[config.mk]
export PLATFORM = sky130hd
export DESIGN_NAME = rom_arbiter
export DESIGN_NICKNAME = d
export VERILOG_FILES = /design/src/rtl/rom_arb_pkg.sv /design/src/rtl/rom_arb_starve_ctr.sv /design/src/rtl/rom_arbiter.sv
export SDC_FILE = /design/constraint.sdc
export NUM_CORES = 1
export LEC_CHECK = 0
export BUFFER_PORTS_ARGS = -buffer_cell sky130_fd_sc_hd__buf_2
export CAP_MARGIN = 20
export CORE_MARGIN = 1.5
export CORE_UTILIZATION = 44
export DETAILED_ROUTE_END_ITERATION = 7
export HOLD_SLACK_MARGIN = 0.06
export PLACE_DENSITY = 0.91
export SLEW_MARGIN = 5
export SYNTH_ARGS = -nofsm -noshare
export SYNTH_HDL_FRONTEND = slang
export SYNTH_SLANG_ARGS = --single-unit
[constraint.sdc]
create_clock -name clk -period 2.4 [get_ports clk]
set_clock_uncertainty 0.15 [all_clocks]
set_input_delay 0.48 -clock clk [delete_from_list [all_inputs] [get_ports clk]]
set_output_delay 0.48 -clock clk [all_outputs]
set_load 0.02 [all_outputs]
[src/rtl/rom_arb_pkg.sv]
// Shared constants and owner encoding for the two-port ROM arbiter.
// The starvation guard depth default lives here so every build agrees on it.
package rom_arb_pkg;

  localparam int ROM_ADDR_W       = 12;
  localparam int ROM_DATA_W       = 8;
  localparam int DEFAULT_MAX_WAIT = 4;

  // Owner of the read whose data returns from the ROM this cycle
  typedef enum logic [1:0] {
    OWN_NONE = 2'd0,
    OWN_A    = 2'd1,
    OWN_B    = 2'd2
  } owner_t;

endpackage : rom_arb_pkg

[src/rtl/rom_arb_starve_ctr.sv]
// Port B wait counter: counts denied request cycles, raises override at MAX_WAIT.
// Latency: override is combinational from the registered count and b_req; only built under ROM_ARB_STARVE_GUARD_EN.
// Backpressure: none of its own; override forces one B grant and the count clears on that grant.
module rom_arb_starve_ctr
  import rom_arb_pkg::*;
#(
  parameter int MAX_WAIT = DEFAULT_MAX_WAIT
) (
  input  logic clk,
  input  logic rst_n,
  input  logic b_req,
  input  logic b_gnt,
  output logic override
);

  localparam int CW = (MAX_WAIT < 1) ? 1 : $clog2(MAX_WAIT + 1);

  logic [CW-1:0] wait_cnt;

  // Saturates at MAX_WAIT so a long A burst cannot wrap the count back to zero
  always_ff @(posedge clk or negedge rst_n) begin
    if (!rst_n) begin
      wait_cnt <= '0;
    end else if (!b_req || b_gnt) begin
      wait_cnt <= '0;
    end else if (wait_cnt != CW'(MAX_WAIT)) begin
      wait_cnt <= wait_cnt + CW'(1);
    end
  end

  assign override = b_req && (wait_cnt == CW'(MAX_WAIT));

endmodule : rom_arb_starve_ctr

[src/rtl/rom_arbiter.sv]
// Two-port arbiter for a 1-cycle synchronous ROM; A has priority, optional B starvation guard (ROM_ARB_STARVE_GUARD_EN).
// Latency: grant combinational in the request cycle, rvalid/rdata one cycle later.
// Backpressure: a denied requester holds req/addr until gnt; withdrawn requests produce no return.
module rom_arbiter
  import rom_arb_pkg::*;
#(
  parameter int ADDR_W   = ROM_ADDR_W,
  parameter int DATA_W   = ROM_DATA_W,
  parameter int MAX_WAIT = DEFAULT_MAX_WAIT
) (
  input  logic              clk,
  input  logic              rst_n,
  input  logic              a_req,
  input  logic [ADDR_W-1:0] a_addr,
  output logic              a_gnt,
  output logic              a_rvalid,
  output logic [DATA_W-1:0] a_rdata,
  input  logic              b_req,
  input  logic [ADDR_W-1:0] b_addr,
  output logic              b_gnt,
  output logic              b_rvalid,
  output logic [DATA_W-1:0] b_rdata,
  output logic [ADDR_W-1:0] rom_addr,
  input  logic [DATA_W-1:0] rom_dout
);

  logic              override;
  logic [ADDR_W-1:0] last_addr;
  owner_t            owner_q;

`ifdef ROM_ARB_STARVE_GUARD_EN
  rom_arb_starve_ctr #(
    .MAX_WAIT (MAX_WAIT)
  ) u_starve_ctr (
    .clk      (clk),
    .rst_n    (rst_n),
    .b_req    (b_req),
    .b_gnt    (b_gnt),
    .override (override)
  );
`else
  logic unused_max_wait;
  assign unused_max_wait = (MAX_WAIT > 0);
  assign override        = 1'b0;
`endif

  // Grants are forced low during reset so nothing reaches the ROM mid-reset
  always_comb begin
    a_gnt = 1'b0;
    b_gnt = 1'b0;
    if (rst_n) begin
      if (b_req && (!a_req || override)) begin
        b_gnt = 1'b1;
      end else if (a_req) begin
        a_gnt = 1'b1;
      end
    end
  end

  always_comb begin
    rom_addr = last_addr;
    if (b_gnt) begin
      rom_addr = b_addr;
    end else if (a_gnt) begin
      rom_addr = a_addr;
    end
  end

  always_ff @(posedge clk or negedge rst_n) begin
    if (!rst_n) begin
      last_addr <= '0;
      owner_q   <= OWN_NONE;
    end else begin
      if (a_gnt || b_gnt) begin
        last_addr <= rom_addr;
      end
      if (a_gnt) begin
        owner_q <= OWN_A;
      end else if (b_gnt) begin
        owner_q <= OWN_B;
      end else begin
        owner_q <= OWN_NONE;
      end
    end
  end

  assign a_rvalid = (owner_q == OWN_A);
  assign b_rvalid = (owner_q == OWN_B);
  assign a_rdata  = rom_dout;
  assign b_rdata  = rom_dout;

endmodule : rom_arbiter

==> out/results.tsv <==
metric	value	unit
status	completed	
cell area after synthesis	981	sq um
placer congestion estimate	0.617	
Layout fillers	197	
postcts setup bufs	0	
PnR worst setup slack	0.0714	ns
worst-path fanout max	10	
CP startpoint	a_req	
Hold Slack	0.329	ns
ant diodes	0	
mux share of post-synthesis cell area	0	%
vias per cell	5.56	
FF-to-FF End	last_addr[3]	
vias in the first global route	828	
GR peak layer	met2	
number of max-cap violations	0	
average routed wire per standard cell	13.5	microns
Netlist cell types	10	
Worst Reg-to-Reg Cells	2	
post-synth net total	142	
area grow syn2layout	18.1	%
clk sinks	14	
DRC Markers	0	
HPWL Detailed	1600	microns
RSZ-0062 raised after global routing	no	
sequential share of the synthesized area	35.7	%
simple-gate portion of the synthesized area	11.5	%
met3 usage in global routing	5.95	%
commonest non-fill, non-tap cell in the layout	buf_2	
RR Startpoint	last_addr[3]	
via count	901	
CP Capture Type	output port	
gr usage total	18.4	%
CP Launch Type	primary input	
post-synthesis compound-gate area fraction	25.0	%
Rows	16	
Post-Syn Instances	106	
met1 usage	21.1	%
Bufs on Longest Clock Path	2	
XOR/XNOR Fraction of Synth Area	0	%
most frequent cells in the layout	43 x buf_2, 24 x inv_1, 24 x a222oi_1	
Nets	172	
Util after Layout	57.3	%
CP Class	in2out	
Fin Setup TNS	0	ns
met2 Use GR	32.2	%
VDD IR max	0.000501	V
GRT overflow	0	
clk_lat worst skew	0.28	ns
number of buffers created by CTS	3	
syn avg cell area	9.25	sq um
Clock Tree Root	clkbuf_4	
Placeable Area	2020	sq um
measured slew at the worst slew-check pin	0.627	ns
Req. time, crit path	1.77	ns
Synth Warn #	0	
die height	50.2	microns
fmax	429	MHz
critical path endpoint	rom_addr[2]	
Tot Pwr	0.000655	W
io pins	68	
IO Port Bufs	43	
Fin. Hold Viols	0	
Synth Area in Adders	0	%
Pwr per Cell Area	565	nW/um^2
largest net degree at the start of global routing	27	
starting density of the core	48.5	%
CP arrival	1.70	ns
main combinational cell family by area after synthesis	buffers and inverters	
Leak Pwr	0.621	nW
Clk pin slew, worst setup/hold paths	0.08	ns
TritonCTS clock tree	yes	
initial antenna violation count	0	
Die W	50.2	microns
drt total wl	2190	microns
Slew Limit Headroom	57.9	%
first-pass GRT wire length	3550	microns
H-Tree Depth	1	
Final ANT Viol Nets	0	
DRT Pass-1 Iters	5	
share of cells above drive strength 1	40.0	%
DR iter-0 viols	65	
post-placement setup slack	0.0245	ns
final setup violation count	0	
R2R setup slack	1.43	ns
die area	2520	sq um
FF+latch count, synth	14	
final cycle utilization of the critical path	97.0	%
Max Slew Vio Count	0	
Hold Path Class	in2reg	
post-layout min period	2.33	ns
==> cell usage after synthesis <==
library cell	n	area, sq um
o21ai_1	1	5.00
buf_2	5	25.0
inv_1	24	90.1
dfrtp_1	14	350
nor2b_1	15	93.8
a222oi_1	24	240
buf_4	16	120
buf_6	3	33.8
clkbuf_1	1	3.75
and2_1	3	18.8
==> critical path: stages <==
cell and delay (ns):
buf_2 0.12, o21ai_1 0.51, buf_4 0.28, a222oi_1 0.10, buf_2 0.20
==> logic make-up (layout without fill, tap and decap cells) <==
group	after synthesis	in the layout
buffers and inverters	49	78
DFF	14	14
AOI/OAI and AO/OA	25	25
and+or+nand+nor	18	18
==> timing repair <==
item	CTS	global route
hold buffers	1	0
endpoints found under the hold margin	14	0
endpoints found under the setup margin	0	13
resized for setup	0	1
==> per-layer routing <==
layer  up-vias  wire length, microns
met5         -                     0
met4         0                     4
met3         2                   198
met2        47                  1150
met1       425                   833
li1        427                     -
==> per-stage QoR <==
stage,instance area [sq um],instances
detailed placement,1110,157
CTS,1150,162
global route,1160,162
finish,1160,162
global placement,1110,157
floorplan,981,106
==> registers in the layout, summed over array words and instances (netlist names) <==
signal	flops
last_addr	12
owner_q	2
==> layout make-up <==
class	count	area (sq um)	share of cell area, %
clock buffer	4	36.3	3.13
sequential	14	350	30.2
timing repair buffer	50	283	24.4
multi-input combinational	43	365	31.5
tap	27	33.8	2.92
inverter	24	90.1	7.78
==> power breakdown <==
group	leakage (nW)	total, W	internal (W)	switching [W]
logic	0.442	0.000215	0.0000925	0.000123
clock network	0.0210	0.000170	0.0000923	0.0000775
registers	0.157	0.000270	0.000263	0.00000717
==> worst min-delay path by stage <==
stage / start / end / cells past startpoint
after global placement: rst_n / last_addr[9] / 2
after floorplan: rst_n / last_addr[0] / 0
final: a_addr[10] / last_addr[10] / 3
after detailed placement: rst_n / owner_q[0] / 2
after global routing: a_addr[6] / last_addr[6] / 3
after CTS: a_addr[6] / last_addr[6] / 3
No activity file was read; power rests on OpenSTA's default activity.
